===== src/rtl/keypad_time_entry_pkg.sv =====
// clock_pkg: shared types and limits for the digital clock keypad entry path.
// Contents: entry FSM state enum, BCD digit type, digit-position constants,
// validity limit constants and the pure digit_ok() validity function.
package clock_pkg;

  typedef enum logic [1:0] {
    IDLE   = 2'd0,
    ENTRY  = 2'd1,
    COMMIT = 2'd2
  } entry_state_t;

  typedef logic [3:0] bcd_t;

  // Digit positions, left to right as displayed (HH:MM:SS).
  localparam logic [2:0] HOUR_T = 3'd0;
  localparam logic [2:0] HOUR_U = 3'd1;
  localparam logic [2:0] MIN_T  = 3'd2;
  localparam logic [2:0] MIN_U  = 3'd3;
  localparam logic [2:0] SEC_T  = 3'd4;
  localparam logic [2:0] SEC_U  = 3'd5;

  localparam bcd_t HOUR_T_MAX_24 = 4'd2;
  localparam bcd_t HOUR_T_MAX_12 = 4'd1;
  localparam bcd_t HOUR_U_MAX_20 = 4'd3;  // 24h: 20..23
  localparam bcd_t HOUR_U_MAX_10 = 4'd2;  // 12h: 10..12
  localparam bcd_t TENS_MAX      = 4'd5;
  localparam bcd_t UNITS_MAX     = 4'd9;

  localparam int NUM_LINES = 11;  // ten digit keys plus backspace
  localparam int BACK_LINE = 10;

  // Is digit d acceptable at position pos, given the staged hour tens?
  function automatic logic digit_ok(input logic [2:0] pos, input bcd_t d,
                                    input bcd_t hour_t, input logic mode24);
    logic ok;
    ok = 1'b0;
    case (pos)
      HOUR_T: ok = mode24 ? (d <= HOUR_T_MAX_24) : (d <= HOUR_T_MAX_12);
      HOUR_U: begin
        if (mode24) begin
          ok = (hour_t == 4'd2) ? (d <= HOUR_U_MAX_20) : (d <= UNITS_MAX);
        end else if (hour_t == 4'd1) begin
          ok = (d <= HOUR_U_MAX_10);
        end else if (hour_t == 4'd0) begin
          ok = (d >= 4'd1) && (d <= UNITS_MAX);  // hour 00 does not exist
        end else begin
          ok = (d <= UNITS_MAX);
        end
      end
      MIN_T, SEC_T: ok = (d <= TENS_MAX);
      MIN_U, SEC_U: ok = (d <= UNITS_MAX);
      default:      ok = 1'b0;
    endcase
    return ok;
  endfunction

endpackage


===== src/rtl/keypad_time_entry_if.sv =====
// Register-side bus of the keypad entry block.
// Controller (master) drives start_time/start_alarm/cancel/load_value; the
// entry block (slave) returns the staged digits, cursor, status and strobes.
//
// Signalling contract: start_time, start_alarm and cancel are single-cycle
// synchronous requests sampled on the rising clock edge with no back-pressure;
// commit_time/commit_alarm/reject/timeout are single-cycle strobes, and
// digits is guaranteed valid in the cycle a commit strobe is high.
interface keypad_time_entry_if #(
  parameter int NUM_DIGITS = 4
);
  logic                    start_time;
  logic                    start_alarm;
  logic                    cancel;
  logic [4*NUM_DIGITS-1:0] load_value;
  logic [4*NUM_DIGITS-1:0] digits;
  logic [2:0]              cursor;
  logic                    editing;
  logic                    target;
  logic                    commit_time;
  logic                    commit_alarm;
  logic                    reject;
  logic                    timeout;

  modport master (
    output start_time, start_alarm, cancel, load_value,
    input  digits, cursor, editing, target, commit_time, commit_alarm,
           reject, timeout
  );

  modport slave (
    input  start_time, start_alarm, cancel, load_value,
    output digits, cursor, editing, target, commit_time, commit_alarm,
           reject, timeout
  );
endinterface


===== src/rtl/keypad_time_entry_debounce.sv =====
// key_debounce: 2-FF synchroniser plus stable-sample counter for one raw line.
// Ports: clk, rst_n (async active-low), raw (asynchronous input),
// level (debounced level, changes only after DEBOUNCE_CYCLES equal samples).
module key_debounce #(
  parameter int DEBOUNCE_CYCLES = 16
) (
  input  logic clk,
  input  logic rst_n,
  input  logic raw,
  output logic level
);
  localparam int CW = $clog2(DEBOUNCE_CYCLES + 1);

  logic          meta;
  logic          sync;
  logic [CW-1:0] stableCnt;

  always_ff @(posedge clk or negedge rst_n) begin
    if (!rst_n) begin
      meta      <= 1'b0;
      sync      <= 1'b0;
      level     <= 1'b0;
      stableCnt <= '0;
    end else begin
      meta <= raw;
      sync <= meta;
      // Count consecutive samples that disagree with the accepted level;
      // any agreeing sample restarts the count.
      if (sync == level) begin
        stableCnt <= '0;
      end else if (stableCnt == CW'(DEBOUNCE_CYCLES - 1)) begin
        level     <= sync;
        stableCnt <= '0;
      end else begin
        stableCnt <= stableCnt + 1'b1;
      end
    end
  end
endmodule


===== src/rtl/keypad_time_entry.sv =====
// keypad_time_entry: keypad front end producing a validated HH:MM[:SS] entry
// for the time or alarm register.
// Ports: clk, rst_n (async active-low); key[9:0] and key_back raw keypad
// lines; bus (slave modport) carrying start/cancel/load requests and the
// digits/cursor/editing/target/commit/reject/timeout results; dbgState
// exposes the entry FSM state.
module keypad_time_entry
  import clock_pkg::*;
#(
  parameter int NUM_DIGITS      = 4,
  parameter int DEBOUNCE_CYCLES = 16,
  parameter int TIMEOUT_CYCLES  = 1000000,
  parameter int MODE_24H        = 1
) (
  input  logic                 clk,
  input  logic                 rst_n,
  input  logic [9:0]           key,
  input  logic                 key_back,
  keypad_time_entry_if.slave   bus,
  output entry_state_t         dbgState
);
  localparam int         DW       = 4 * NUM_DIGITS;
  localparam int         TW       = $clog2(TIMEOUT_CYCLES + 1);
  localparam logic [2:0] LAST_POS = 3'(NUM_DIGITS - 1);
  localparam logic       IS_24H   = (MODE_24H != 0);

  logic [NUM_LINES-1:0] rawLines;
  logic [NUM_LINES-1:0] lineLevel;
  logic                 anyPrevQ;
  logic                 pressEdge;
  logic                 singleLine;
  bcd_t                 keyDigit;

  entry_state_t stateQ, stateNext;
  logic [DW-1:0] digitsQ, digitsNext;
  logic [2:0]    cursorQ, cursorNext;
  logic          targetQ, targetNext;
  logic [TW-1:0] idleCntQ, idleCntNext;
  logic          rejectQ, rejectNext;
  logic          timeoutQ, timeoutNext;
  logic [4:0]    wrLsb;

  assign rawLines = {key_back, key};

  for (genvar i = 0; i < NUM_LINES; i++) begin : g_line
    key_debounce #(.DEBOUNCE_CYCLES(DEBOUNCE_CYCLES)) u_debounce (
      .clk   (clk),
      .rst_n (rst_n),
      .raw   (rawLines[i]),
      .level (lineLevel[i])
    );
  end

  // A press is the rising edge of "any line down"; holding or adding keys
  // while something is already down never produces another event.
  always_ff @(posedge clk or negedge rst_n) begin
    if (!rst_n) anyPrevQ <= 1'b0;
    else        anyPrevQ <= |lineLevel;
  end

  assign pressEdge  = (|lineLevel) && !anyPrevQ;
  assign singleLine = $onehot(lineLevel);

  always_comb begin
    keyDigit = '0;
    for (int k = 0; k < 10; k++) begin
      if (lineLevel[k]) keyDigit = bcd_t'(k);
    end
  end

  // Digit 0 sits in the most significant nibble.
  assign wrLsb = 5'(4 * (NUM_DIGITS - 1 - int'(cursorQ)));

  always_comb begin
    stateNext   = stateQ;
    digitsNext  = digitsQ;
    cursorNext  = cursorQ;
    targetNext  = targetQ;
    idleCntNext = idleCntQ;
    rejectNext  = 1'b0;
    timeoutNext = 1'b0;
    case (stateQ)
      IDLE: begin
        if (bus.start_time || bus.start_alarm) begin
          stateNext   = ENTRY;
          digitsNext  = bus.load_value;
          cursorNext  = '0;
          targetNext  = !bus.start_time;  // time wins when both are raised
          idleCntNext = '0;
        end
      end
      ENTRY: begin
        idleCntNext = idleCntQ + 1'b1;
        if (bus.cancel) begin
          stateNext  = IDLE;
          cursorNext = '0;
        end else if (pressEdge) begin
          idleCntNext = '0;
          if (!singleLine) begin
            rejectNext = 1'b1;
          end else if (lineLevel[BACK_LINE]) begin
            if (cursorQ != 3'd0) cursorNext = cursorQ - 3'd1;
          end else if (digit_ok(cursorQ, keyDigit, digitsQ[DW-1 -: 4], IS_24H)) begin
            digitsNext[wrLsb +: 4] = keyDigit;
            // A new hour tens invalidates whatever hour units was staged.
            if (cursorQ == 3'd0) digitsNext[4*(NUM_DIGITS-2) +: 4] = '0;
            if (cursorQ == LAST_POS) begin
              stateNext  = COMMIT;
              cursorNext = '0;
            end else begin
              cursorNext = cursorQ + 3'd1;
            end
          end else begin
            rejectNext = 1'b1;
          end
        end else if (idleCntQ == TW'(TIMEOUT_CYCLES - 1)) begin
          stateNext   = IDLE;
          cursorNext  = '0;
          timeoutNext = 1'b1;
          idleCntNext = '0;
        end
      end
      COMMIT:  stateNext = IDLE;
      default: stateNext = IDLE;
    endcase
  end

  always_ff @(posedge clk or negedge rst_n) begin
    if (!rst_n) begin
      stateQ   <= IDLE;
      digitsQ  <= '0;
      cursorQ  <= '0;
      targetQ  <= 1'b0;
      idleCntQ <= '0;
      rejectQ  <= 1'b0;
      timeoutQ <= 1'b0;
    end else begin
      stateQ   <= stateNext;
      digitsQ  <= digitsNext;
      cursorQ  <= cursorNext;
      targetQ  <= targetNext;
      idleCntQ <= idleCntNext;
      rejectQ  <= rejectNext;
      timeoutQ <= timeoutNext;
    end
  end

  assign bus.digits       = digitsQ;
  assign bus.cursor       = cursorQ;
  assign bus.editing      = (stateQ == ENTRY);
  assign bus.target       = targetQ;
  assign bus.commit_time  = (stateQ == COMMIT) && !targetQ;
  assign bus.commit_alarm = (stateQ == COMMIT) && targetQ;
  assign bus.reject       = rejectQ;
  assign bus.timeout      = timeoutQ;
  assign dbgState         = stateQ;
endmodule


===== src/flat_wrapper.sv =====
// flat-port wrapper written by rule: the top's interface ports become plain ports
module keypad_time_entry_flat import clock_pkg::*;
#(
  parameter int NUM_DIGITS      = 4,
  parameter int DEBOUNCE_CYCLES = 16,
  parameter int TIMEOUT_CYCLES  = 1000000,
  parameter int MODE_24H        = 1
)
  (clk, rst_n, key, key_back, dbgState, bus_start_time, bus_start_alarm, bus_cancel, bus_load_value, bus_digits, bus_cursor, bus_editing, bus_target, bus_commit_time, bus_commit_alarm, bus_reject, bus_timeout);
  keypad_time_entry_if #(.NUM_DIGITS(NUM_DIGITS)) bus_i ();
  input  logic clk;
  input  logic rst_n;
  input  logic [9:0] key;
  input  logic key_back;
  output entry_state_t dbgState;
  input wire logic [$bits(bus_i.start_time)-1:0] bus_start_time;
  input wire logic [$bits(bus_i.start_alarm)-1:0] bus_start_alarm;
  input wire logic [$bits(bus_i.cancel)-1:0] bus_cancel;
  input wire logic [$bits(bus_i.load_value)-1:0] bus_load_value;
  output wire logic [$bits(bus_i.digits)-1:0] bus_digits;
  output wire logic [$bits(bus_i.cursor)-1:0] bus_cursor;
  output wire logic [$bits(bus_i.editing)-1:0] bus_editing;
  output wire logic [$bits(bus_i.target)-1:0] bus_target;
  output wire logic [$bits(bus_i.commit_time)-1:0] bus_commit_time;
  output wire logic [$bits(bus_i.commit_alarm)-1:0] bus_commit_alarm;
  output wire logic [$bits(bus_i.reject)-1:0] bus_reject;
  output wire logic [$bits(bus_i.timeout)-1:0] bus_timeout;
  assign bus_i.start_time = bus_start_time;
  assign bus_i.start_alarm = bus_start_alarm;
  assign bus_i.cancel = bus_cancel;
  assign bus_i.load_value = bus_load_value;
  assign bus_digits = bus_i.digits;
  assign bus_cursor = bus_i.cursor;
  assign bus_editing = bus_i.editing;
  assign bus_target = bus_i.target;
  assign bus_commit_time = bus_i.commit_time;
  assign bus_commit_alarm = bus_i.commit_alarm;
  assign bus_reject = bus_i.reject;
  assign bus_timeout = bus_i.timeout;
  keypad_time_entry #(.NUM_DIGITS(NUM_DIGITS), .DEBOUNCE_CYCLES(DEBOUNCE_CYCLES), .TIMEOUT_CYCLES(TIMEOUT_CYCLES), .MODE_24H(MODE_24H)) u_core (.clk(clk), .rst_n(rst_n), .key(key), .key_back(key_back), .bus(bus_i), .dbgState(dbgState));
endmodule

===== config.mk =====
export PLATFORM = sky130hd
export DESIGN_NAME = keypad_time_entry_flat
export DESIGN_NICKNAME = d
export VERILOG_FILES = /design/src/rtl/keypad_time_entry_pkg.sv /design/src/rtl/keypad_time_entry_if.sv /design/src/rtl/keypad_time_entry_debounce.sv /design/src/rtl/keypad_time_entry.sv /design/src/flat_wrapper.sv
export SDC_FILE = /design/constraint.sdc
export NUM_CORES = 1
export LEC_CHECK = 0
export CAP_MARGIN = 10
export CORE_MARGIN = 5
export CORE_UTILIZATION = 35
export DETAILED_ROUTE_END_ITERATION = 10
export SYNTH_ARGS = -nofsm -noshare
export SYNTH_HDL_FRONTEND = slang
export SYNTH_HIERARCHICAL = 1
export SYNTH_SLANG_ARGS = --single-unit

===== constraint.sdc =====
create_clock -name clk -period 6.7 [get_ports clk]
set_clock_uncertainty 0.05 [all_clocks]
set_input_delay 0.67 -clock clk [delete_from_list [all_inputs] [get_ports clk]]
set_output_delay 0.67 -clock clk [all_outputs]
set_load 0.05 [all_outputs]

After elaboration in Yosys (flattened, before gate mapping)
Index checks and enable logic that the tools add are counted.
{"block": "totals", "ff_bits": 133, "input_bits": 32, "output_inout_bits": 27, "elab_cells": 251}
{"block": "classes", "add_sub_neg": 26, "order_cmp": 4, "eq_ne": 45, "shift": 2, "mux": 81, "n_bitwise": 11, "reduce_logical": 30}
{"cell": "5-bit 2-to-1 mux", "n": 22}
{"cell": "16-bit 2-to-1 mux", "n": 6}
{"cell": "20-bit 2-to-1 mux", "n": 4}
{"cell": "5-bit by 1-bit adder with 5-bit output (second input constant)", "n": 11}
{"cell": "5-bit by 4-bit equality test with 1-bit output (second input constant)", "n": 11}
{"cell": "20-bit one-hot mux with 2 select lines", "n": 1}
{"cell": "3-bit 2-to-1 mux", "n": 13}
{"cell": "16-bit one-hot mux with 2 select lines", "n": 1}
{"cell": "2-bit AND reduction", "n": 13}
{"cell": "20-bit by 1-bit adder with 20-bit output (second input constant)", "n": 1}
{"cell": "20-bit equality test (second input constant)", "n": 1}
{"cell": "2-bit 2-to-1 mux", "n": 10}
{"cell": "1-bit 2-to-1 mux", "n": 17}
{"cell": "4-bit adder", "n": 4}
{"cell": "16-bit bitwise mux", "n": 1}
{"cell": "4-bit inequality test (second input constant)", "n": 4}
{"cell": "4-bit by 7-bit variable shift with 16-bit output (first input constant)", "n": 1}
{"cell": "4-bit by 7-bit variable part select with 16-bit output", "n": 1}
{"cell": "4-bit 2-to-1 mux", "n": 3}
{"cell": "6-bit AND reduction", "n": 2}
{"cell": "1-bit equality test", "n": 11}
{"cell": "1-bit NOT", "n": 11}
{"cell": "11-bit OR reduction", "n": 1}
{"cell": "1-bit by 1-bit adder with 2-bit output", "n": 5}
{"cell": "other kinds (31)", "n": 44}

Depth between registers and ports, before layout
Gate-level depths: netlist of the first run.
{"block": "logic_depth", "depth_word": 23, "depth_mapped": 13, "depth_no_buf": 13}

Modules after synthesis
Netlist of the first run, hierarchy kept.
{"module": "key_debounce", "instances": 11, "cells_per_inst": 23, "area_each_um2": 311.5, "seq_area_each_um2": 200.2}
{"module": "keypad_time_entry", "instances": 1, "cells_per_inst": 311, "area_each_um2": 2896.5, "seq_area_each_um2": 1126.1}

Worst setup path before layout of the first run
OpenSTA, ideal clock, no wires.
{"block": "synth_path", "kind": "register to register", "startpoint": "register u_core.g_line[9].u_debounce.level", "endpoint": "register u_core.digitsQ[0] (netlist: u_core/bus.digits[0])", "setup_time_ps": 125, "arrival_time_ps": 4365, "required_ps": 6525, "setup_slack_ps": 2160, "stages_incl_launch_ff": 13, "path_buffers": 0, "period_less_slack_ps": 4540, "cell_sequence": "dfrtp_1 fa_1 fa_1 inv_1 fa_1 inv_1 fa_1 fa_1 nor4bb_1 a31oi_1 or4_4 a221oi_2 mux2_2"}
{"block": "synth_via", "elab_chain_cells": 11, "elab_cells_between_ends": 30, "cone_classes": "add/sub (3); order compare (4); eq/ne (4); shift (1); mux (15); reduce/logical (3)"}
{"item": "start, declared", "line": "keypad_time_entry_debounce.sv:10", "rtl": "output logic level"}
{"item": "start signal, assigned", "line": "keypad_time_entry_debounce.sv:32", "rtl": "level <= sync;"}
{"item": "4-bit 2-to-1 mux", "line": "keypad_time_entry.sv:67", "rtl": "if (lineLevel[k]) keyDigit = bcd_t'(k);"}
{"item": "4-bit less-or-equal comparator or 4-bit by 2-bit less-or-equal comparator with 1-bit output (tied branches)", "line": "keypad_time_entry_pkg.sv:41, keypad_time_entry_pkg.sv:51"}
{"item": "1-bit 2-to-1 mux", "line": "keypad_time_entry_pkg.sv:41", "rtl": "ok = (hour_t == 4'd2) ? (d <= HOUR_U_MAX_20) : (d <= UNITS_MAX);"}
{"item": "1-bit one-hot mux with 4 select lines", "line": "keypad_time_entry_pkg.sv:37", "rtl": "case (pos)"}
{"item": "1-bit 2-to-1 mux", "line": "keypad_time_entry.sv:101", "rtl": "end else if (lineLevel[BACK_LINE]) begin"}
{"item": "1-bit 2-to-1 mux", "line": "keypad_time_entry.sv:99", "rtl": "if (!singleLine) begin"}
{"item": "1-bit 2-to-1 mux", "line": "keypad_time_entry.sv:97", "rtl": "end else if (pressEdge) begin"}
{"item": "1-bit 2-to-1 mux", "line": "keypad_time_entry.sv:94", "rtl": "if (bus.cancel) begin"}
{"item": "1-bit 2-to-1 mux", "line": "keypad_time_entry.sv:82", "rtl": "case (stateQ)"}
{"item": "2-bit by 1-bit inequality test with 1-bit output (no line)"}
{"item": "7-bit AND reduction (no line)"}
{"item": "end signal, assigned", "line": "keypad_time_entry.sv:139", "rtl": "digitsQ <= digitsNext;"}
{"item": "end, declared", "line": "keypad_time_entry.sv:35", "rtl": "logic [DW-1:0] digitsQ, digitsNext;"}
Parallel ways exist; a longest one is shown, timed or not. The select of a mux whose other input is x is not followed.
A chain may end at the register's enable or synchronous reset.

Worst setup path in the final report of the first run
{"block": "layout_path", "startpoint": "register u_core.g_line[9].u_debounce.level", "endpoint": "register u_core.digitsQ[9] (netlist: u_core/bus.digits[9])"}
Same word-level chain as after synthesis.

==> results.json, run 1 <==
{
  "status": "finished clean",
  "end_kind": "flop",
  "internal_power_uw": 1730,
  "hold_class": "in -> async",
  "routedWlPerCell_um": 14.92,
  "drtAntennaViolNets": 0,
  "rsz0062_at_grt": "no",
  "grt_usage": 0.1335,
  "worst_ep_required_time_ps": 6940,
  "gr-total-overflow": 0,
  "cp_num_buf_inv": 2,
  "cts_setup_buffers": 0,
  "ys_async_sr_fraction": 1.000,
  "critical_path.most_common_cell": "fa_1",
  "num_io_pins": 59,
  "first_pass_iters": 4,
  "clk_latency_ps": 410,
  "cts_sinks": 133,
  "yosysWarnings": 6,
  "fin_nets": 692,
  "synth.most_common_cell": "dfrtp_1",
  "synthMuxAreaShare": 0.04610,
  "crit_type": "reg -> reg",
  "ys_types": 55,
  "yosys-top-cells-count": "133 x dfrtp_1, 63 x nor2_1, 42 x xor2_1",
  "grt_max_degree": 84,
  "row_count": 49,
  "crit_chain": "fa_1 > fa_1 > inv_1 > fa_1 > inv_1 > fa_1 > fa_1 > nor4bb_1 > a31oi_1 > or4_4 > a221oi_2 > o21ai_2 > mux2_1",
  "yosysSeqAreaShare": 0.5263,
  "yosysTopAreaCell": "dfrtp_1",
  "synth_fa_ha_area_frac": 0.06173,
  "syn_to_final_growth_pct": 23.23,
  "share_seq_of_total_power": 0.374,
  "worstPathArrival_ps": 5060,
  "ir_drop_v": 0.0002316,
  "multi_input_area_sq_um": 2840,
  "drive_gt1_frac": 0.1610,
  "antenna_found_initial": 0,
  "die_area_sq_um": 20860,
  "synth_xor_area_frac": 0.06371,
  "ctsLongestPathBuffers": 2,
  "p_sw_uw": 827.5,
  "nFillCells": 1679,
  "core-area_sq_um": 17900,
  "routabilityCongestion": 0.8235,
  "power_leakage_uw": 0.003667,
  "fin_crit_ps": 4817,
  "synthesis.area_sq_um": 6324,
  "seq_area_sq_um": 3328,
  "synth.area.top_cells": "dfrtp_1 53%, xor2_1 5.8%, ha_1 4.0%",
  "fp.dieH_um": 144.4,
  "synth_top_area_share": 0.5263,
  "critical-path-top-delay-family": "adder cells",
  "n_antenna_cell": 0,
  "cts_hold_buf": 0,
  "clockRootBuffer": "clkbuf_16",
  "fp.dieW_um": 144.4,
  "setup_viol": 0,
  "slew_headroom": 0.2796,
  "p_per_area_nw_per_um2": 328.2,
  "report.final.slew_viol_count": 0,
  "start_kind": "flop",
  "synth_edf_count": 0,
  "drt_wl_total_um": 13060,
  "power_frac_comb": 0.241,
  "max_freq_mhz": 207.6,
  "tns_ps": 0,
  "post-route-drc-count": 0,
  "place_area_sq_um": 7161,
  "syn_nets": 623,
  "start_util": 0.3532,
  "maxCapViolations": 0,
  "grt_pass1_wl_um": 22100,
  "max_slew.worst_pin.slew_ps": 1081,
  "dp_hpwl_um": 9636,
  "dr_total_vias": 4277,
  "synthCells": 564,
  "fin_crit_sh": 0.7190,
  "p_clk_frac": 0.385,
  "grt_pass1_vias": 4464,
  "switching_share": 0.3235,
  "synth_compound_area_frac": 0.09181,
  "max_stage_delay_ps": 530,
  "synth_simple_gate_area_share": 0.1858,
  "numCtsBuffers": 17,
  "vias_per_cell": 4.888,
  "cts_tree": "done",
  "path_clk_slew_ps": 60,
  "port_buffers": 58,
  "design_area_sq_um": 7792,
  "cp_max_fo": 8,
  "cts_htree_levels": 4,
  "slowest_stage": "dfrtp_1",
  "cts_resized": 0,
  "synth_top_family_by_area": "simple AND/OR/NAND/NOR gates",
  "avgSynthCellArea_sq_um": 11.21,
  "hold_viol": 0,
  "drt_iter0_drc": 205,
  "synthFlopType": "dfrtp_1",
  "ys_ff_latch": 133
}
## sequential cells by signal, summed over array words and instances (netlist names)
register	cells
u_core/bus.cursor	3
u_core/bus.reject	1
u_core/anyPrevQ	1
u_core/idleCntQ	20
u_core/bus.target	1
u_core/g_line.u_debounce/stableCnt	55
u_core/bus.timeout	1
u_core/g_line.u_debounce/sync	11
u_core/dbgState	2
u_core/bus.digits	16
u_core/g_line.u_debounce/level	11
u_core/g_line.u_debounce/meta	11
## cell families after synthesis
group           Yosys count
buf+inv                  40
simple gates            214
fa+ha+maj                27
compound gates           78
xor+xnor                 46
flops                   133
mux                      26
## worst paths after layout
| kind | from | endpoint | slack, ps | depth (start not counted) |
|---|---|---|---|---|
| setup / recovery | u_core/g_line[9].u_debounce/level | u_core/bus.digits[9] | 1880 | 13 |
| hold / removal | rst_n | u_core/g_line[4].u_debounce/stableCnt[2] | 150 | 1 |
| setup reg to reg | u_core/g_line[9].u_debounce/level | u_core/bus.digits[9] | 1880 | 13 |
| hold reg to reg | u_core/g_line[8].u_debounce/meta | u_core/g_line[8].u_debounce/sync | 300 | 0 |
| max in group asynchronous | rst_n | u_core/bus.digits[13] | 5070 | 2 |
| min in group clk | u_core/g_line[8].u_debounce/meta | u_core/g_line[8].u_debounce/sync | 300 | 0 |
## metal layers
layer | up-vias | global-route usage | share of wire
li1 | 2079 | - | -
met1 | 2108 | 0.1738 | 0.46
met2 | 76 | 0.2168 | 0.49
met3 | 14 | 0.03704 | 0.037
met4 | 0 | 0.04271 | 0.011
met5 | - | 0 | 0
## stage by stage
step / cells / setup slack (ps) / util / total power [uW] / hold WS, ps
global placement: 843 / 1983 / 0.4000 / 1573 / 283.8
floorplan: 564 / 2160 / - / 1372 / 281.2
CTS: 875 / 1895 / 0.4353 / 2587 / 160.6
detailed placement: 843 / 1898 / 0.4000 / 1590 / 289.4
finish: 875 / 1883 / 0.4353 / 2558 / 151.6
global route: 875 / 1655 / 0.4353 / 2675 / 180.6
## worst reg2reg max path: stages, from the launching register on
cell      delay, ps
dfrtp_1         530
fa_1            490
fa_1            490
inv_1            50
fa_1            470
inv_1            50
fa_1            400
fa_1            470
nor4bb_1        260
a31oi_1         130
or4_4           500
a221oi_2        330
o21ai_2         140
mux2_1          340
## cells in the final DEF (no fill, tap or decap), types with 13 or more instances in the layout
cell / n
clkdlybuf4s50_1: 57
nor2_1: 63
xor2_1: 42
nand3_1: 20
clkbuf_16: 17
ha_1: 20
and2_1: 13
inv_1: 31
o21ai_0: 13
nand2_1: 32
o21ai_2: 13
nor2_2: 22
mux2_1: 21
dfrtp_1: 133
## power groups by stage
stage | clock, uW | sequential, uW | combinational (uW)
after global placement | 0 | 968 | 605
after floorplan | 0 | 1110 | 264
after CTS | 1010 | 957 | 622
final | 984 | 957 | 617
after detailed placement | 0 | 970 | 620
after global routing | 1050 | 967 | 662
## layout make-up
class | count | share of cell area
sequential | 133 | 0.4271
multi-input combinational | 391 | 0.3645
timing repair buffer | 59 | 0.07563
clock buffer | 18 | 0.05507
tap | 229 | 0.03677
clock inverter | 14 | 0.02601
inverter | 31 | 0.01493
No activity file was read; power rests on OpenSTA's default activity.
==> run 2: changes to the inputs <==
clock period = 4.62 ns   (was 6.7 ns; I/O delays follow)
==> run 2 against run 1 <==
Die area did not move. Cell area rose by 1.2%. Worst setup slack got worse by 1900 ps. Flip-flop and latch count did not move. Register-to-register slack got worse by 1900 ps. Non-clock buffer count rose by 13. Sequential power rose by 45%. Critical path depth did not move. Total power rose by 43%. Largest cell class unchanged. First-iteration DRC count rose by 26%. Wire length rose by 2.9%. Critical endpoint is now u_core/bus.digits[10]. Highest routed layer unchanged.
==> results.json, run 2 (same netlist as run 1, synthesis figures left out) <==
{
  "status": "finished clean",
  "holdWs_ps": 111.1,
  "ir_drop_v": 0.0004577,
  "wl_met2_um": 6668,
  "final_common_cell": "dfrtp_1",
  "cp_max_fo": 4,
  "numCtsBuffers": 17,
  "grt_pass1_vias": 4633,
  "start_util": 0.3532,
  "cts_hold_buf": 0,
  "grt_usage": 0.1376,
  "grt_pass1_wl_um": 22630,
  "clk_latency_ps": 420,
  "n_antenna_cell": 0,
  "num_io_pins": 59,
  "antenna_found_initial": 0,
  "cts_sinks": 133,
  "place_ws_ps": -93.50,
  "start_kind": "flop",
  "worstPathArrival_ps": 4850,
  "fin_cells": 888,
  "core-area_sq_um": 17900,
  "maxCapViolations": 0,
  "rr_endpoint": "u_core/bus.digits[10]",
  "path_clk_slew_ps": 60,
  "dr_total_vias": 4383,
  "vias_per_cell": 4.936,
  "hold_viol": 0,
  "reg2reg_from": "u_core/g_line[5].u_debounce/level",
  "drt_iter0_drc": 259,
  "dp_cells": 854,
  "r2r_cells": 13,
  "setup_viol": 0,
  "max_freq_mhz": 217.5,
  "drive_gt1_frac": 0.1851,
  "clockRootBuffer": "clkbuf_16",
  "finalWorstSetupSlack_ps": 22.18,
  "nFillCells": 1708,
  "power_leakage_uw": 0.003734,
  "drtAntennaViolNets": 0,
  "regMostFlops": "u_core/g_line.u_debounce/stableCnt",
  "slew_headroom": 0.4080,
  "fp.dieW_um": 144.4,
  "p_per_area_nw_per_um2": 462.4,
  "crit_type": "reg -> reg",
  "end_kind": "flop",
  "syn_to_final_growth_pct": 24.71,
  "fin_crit_ps": 4598,
  "fp.dieH_um": 144.4,
  "row_count": 49,
  "routabilityCongestion": 0.8064,
  "fin_crit_sh": 0.9952,
  "die_area_sq_um": 20860,
  "post-route-drc-count": 0,
  "rsz0062_at_grt": "yes",
  "cts_htree_levels": 4,
  "r2r_slack_ps": 20,
  "most-common-layout-cells": "133 x dfrtp_1, 63 x nor2_1, 57 x clkdlybuf4s50_1",
  "hold_class": "in -> async",
  "ctsLongestPathBuffers": 2,
  "max_slew.worst_pin.slew_ps": 887.9,
  "gr-total-overflow": 0,
  "report.final.slew_viol_count": 0,
  "drt_wl_total_um": 13430,
  "cts_tree": "done",
  "fin_util": 0.4405,
  "top_layer_used": "met4",
  "dp_hpwl_um": 9720,
  "grt_max_degree": 99,
  "fin_nets": 705,
  "wl_met1_um": 6059,
  "first_pass_iters": 4,
  "wl_met3_um": 500,
  "tns_ps": 0,
  "routedWlPerCell_um": 15.13,
  "worst_ep_required_time_ps": 4870,
  "largest_register_ffs": 55,
  "port_buffers": 58
}
## run 2: cell types whose count changed in the layout (fill, tap and decap cells not counted), sizes merged
cell | previous run | this run
buf | 2 | 15
bufinv | 4 | 2
clkbuf | 18 | 19
clkinvlp | 3 | 2
inv | 33 | 35
## run 2: critical path, stage by stage, from the launching register on
cell and delay, ps:
dfrtp_1 410, fa_1 510, fa_1 490, inv_1 40, fa_1 470, inv_1 50
fa_2 340, fa_1 460, nor4bb_1 270, a31oi_1 110, or4_4 500, a221oi_2 310
o21ai_2 130, mux2_1 340
## run 2: how the worst max path moves through the flow
stage,startpoint,cells after the start,end,slack (ps)
2_1_floorplan,u_core/g_line[9].u_debounce/level,12,u_core/bus.digits[0],80
3_3_place_gp,u_core/g_line[0].u_debounce/level,12,u_core/bus.digits[2],8
3_5_place_dp,u_core/g_line[5].u_debounce/level,12,u_core/bus.digits[0],-90
4_1_cts,u_core/g_line[0].u_debounce/level,13,u_core/bus.digits[10],10
6_report,u_core/g_line[5].u_debounce/level,13,u_core/bus.digits[10],20
5_1_grt,u_core/g_line[5].u_debounce/level,13,u_core/bus.digits[10],-160
## run 2: layout make-up
cell class                      instances  area (sq um)  area share
Clock buffer                           19         442.9     0.05616
Multi-Input combinational cell        391          2879      0.3651
Timing Repair Buffer                   72         686.9     0.08710
Tap cell                              229         286.5     0.03633
Sequential cell                       133          3328      0.4220
Inverter                               31         116.4     0.01475
Clock inverter                         13         146.4     0.01856
## run 2: repair_timing
action	in CTS	in global routing
pin swaps	1	2
buffers inserted	1	1
gates resized for setup	2	5
setup endpoints to repair	6	17
gates cloned	0	0
## run 2: through the flow
| stage | power (uW) | instance area [sq um] |
|---|---|---|
| 6_report | 3647 | 7886 |
| 3_5_place_dp | 2315 | 7243 |
| 2_1_floorplan | 1990 | 6324 |
| 3_3_place_gp | 2287 | 7243 |
| 5_1_grt | 3827 | 7886 |
| 4_1_cts | 3677 | 7854 |
## run 2: layer usage
| metal | up-vias | track usage |
|---|---|---|
| met4 | 0 | 0.05056 |
| met3 | 14 | 0.03274 |
| met2 | 67 | 0.2231 |
| met1 | 2193 | 0.1800 |
| li1 | 2109 | - |
| met5 | - | 0 |
## run 2: where the power goes
part	total, uW	switching [uW]	internal, uW
clock network	1330	515	815
registers	1390	110	1280
logic	924	588	336
==> RTL edit, RTL diff (config.mk and constraints of run 1) <==
`TIMEOUT_CYCLES` is set to 1000000 in 2 places; all go to 500000.
--- a/src/rtl/keypad_time_entry.sv
+++ b/src/rtl/keypad_time_entry.sv
@@ -10,5 +10,5 @@
   parameter int NUM_DIGITS      = 4,
   parameter int DEBOUNCE_CYCLES = 16,
-  parameter int TIMEOUT_CYCLES  = 1000000,
+  parameter int TIMEOUT_CYCLES  = 500000,
   parameter int MODE_24H        = 1
 ) (
--- a/src/flat_wrapper.sv
+++ b/src/flat_wrapper.sv
@@ -4,5 +4,5 @@
   parameter int NUM_DIGITS      = 4,
   parameter int DEBOUNCE_CYCLES = 16,
-  parameter int TIMEOUT_CYCLES  = 1000000,
+  parameter int TIMEOUT_CYCLES  = 500000,
   parameter int MODE_24H        = 1
 )
Behaviour: no difference found for any inputs over 4 cycles, from zero or initial values and one cycle with rst_n low; that may be too few to reach the edited logic, so the function may still have changed.
==> RTL edit against run 1 <==
  * Power fell by 9.1%
  * Sequential cell count shrank 1
  * Cell area decreased by 1.6%
  * Critical path depth down 1
  * Worst setup slack better by 0.30 ns
  * Synthesized area is 1.3% lower
  * Routed wire length is 0.26% higher
  * Maximum frequency grew 6.7%
==> RTL edit: results (changes against run 1) <==
Power and ir drop
The maximum vdd drop was 0.000183 V (-21%). The static leakage power is 3.55 nW (-3.3%).

Yosys
The synthesized area per cell is 11.3 um^2 (+0.66%). The sequential-to-total area share from yosys stat is 0.529 (+0.00295). The synthesized netlist net count was 614 (-1.4%). The adder-cell share of the synthesized area is 0.0666 (+0.00483).

The number of unique standard cell types used by synthesis is 52 (-5.5%). Ranked by total cell area, the synthesized netlist is headed by dfrtp_1 53%, xor2_1 5.8%, ha_1 4.4%, nor2_1 3.4%, mux2_2 2.9%. By count the netlist is led by 132 x dfrtp_1, 56 x nor2_1, 41 x xor2_1. The XOR/XNOR share of the synthesized area came to 0.0632 (-0.000560).

Worst setup path
The arrival time of the worst setup path is 4.76 ns (-0.30 ns). Tracing the worst setup path back leads to its startpoint at u_core/g_line[5].u_debounce/level. The most critical setup path has its endpoint at u_core/bus.digits[12]. The number of cells on the worst reg-to-reg path is 12 (-1). The largest stage delay on the critical path is roughly 0.52 ns.

The maximum fanout count along the critical path was 10 (+2). The slowest stage of the critical path is the fa_1 cell. The family of cells with the greatest summed delay on the critical path is adder cells.

The internal reg-to-reg setup slack is 2.18 ns (+0.30 ns).

Global routing
The number of global-route vias before repair came to 4,446 (-0.40%). The global-route usage over all layers is 0.135 (+0.00116). The maximum number of pins on one net before global-route repair is 77 (-8.3%).

Worst hold path
The class of the worst hold path is reg -> reg.

Timing
The time the final worst path needs with I/O delays and setup is 4.52 ns (-0.301 ns). The worst hold-check slack came to 0.302 ns (+0.150 ns). The slew of the pin with the lowest slew margin is 0.969 ns (-0.112 ns).

Layout
The number of nets in the layout is 687 (-0.72%). The final instance count without filler cells was 864 (-1.3%). The fill cell total of the finished layout is 1,645 (-2.0%).

Place
The placed standard-cell area came to 7090 um^2 (-1.0%). The routability congestion estimate from global placement came to 0.815 (-1.1%). The number of placed instances with taps included came to 832 (-1.3%).

Route
The total wire length is 13.1 mm (+0.26%). The number of design-rule violations left by the first detailed-router iteration is 263 (+28%).

Outcome
The run finished with clean final reports.
==> RTL edit: changes by cell type after synthesis, sizes merged, moves of 3 or more <==
cell and delta:
nor4b +3, a221oi -3, a22oi -4, o21ai +3
o22a +4, a31oi -4, nor4 +3, nor2 -5
==> RTL edit: layout make-up <==
type	count	area, um^2	share of cell area
repair buffers	59	586	0.0763
multi-input cells	386	2810	0.366
inverters	30	113	0.0147
clock inverters	9	103	0.0134
well taps	225	282	0.0367
clock buffers	23	478	0.0623
flip-flops and latches	132	3300	0.431
==> RTL edit: routing by layer <==
| metal | GRT usage | routed length [um] | part of all wire |
|---|---|---|---|
| met1 | 0.183 | 6170 | 0.47 |
| met2 | 0.208 | 6220 | 0.47 |
| met3 | 0.0363 | 513 | 0.039 |
| met4 | 0.0481 | 193 | 0.015 |
| met5 | 0 | 0 | 0 |
==> RTL edit: power by group <==
part	total, mW	switching, mW	internal (mW)
Clock	0.906	0.332	0.574
Sequential	0.932	0.0599	0.872
Combinational	0.488	0.312	0.176
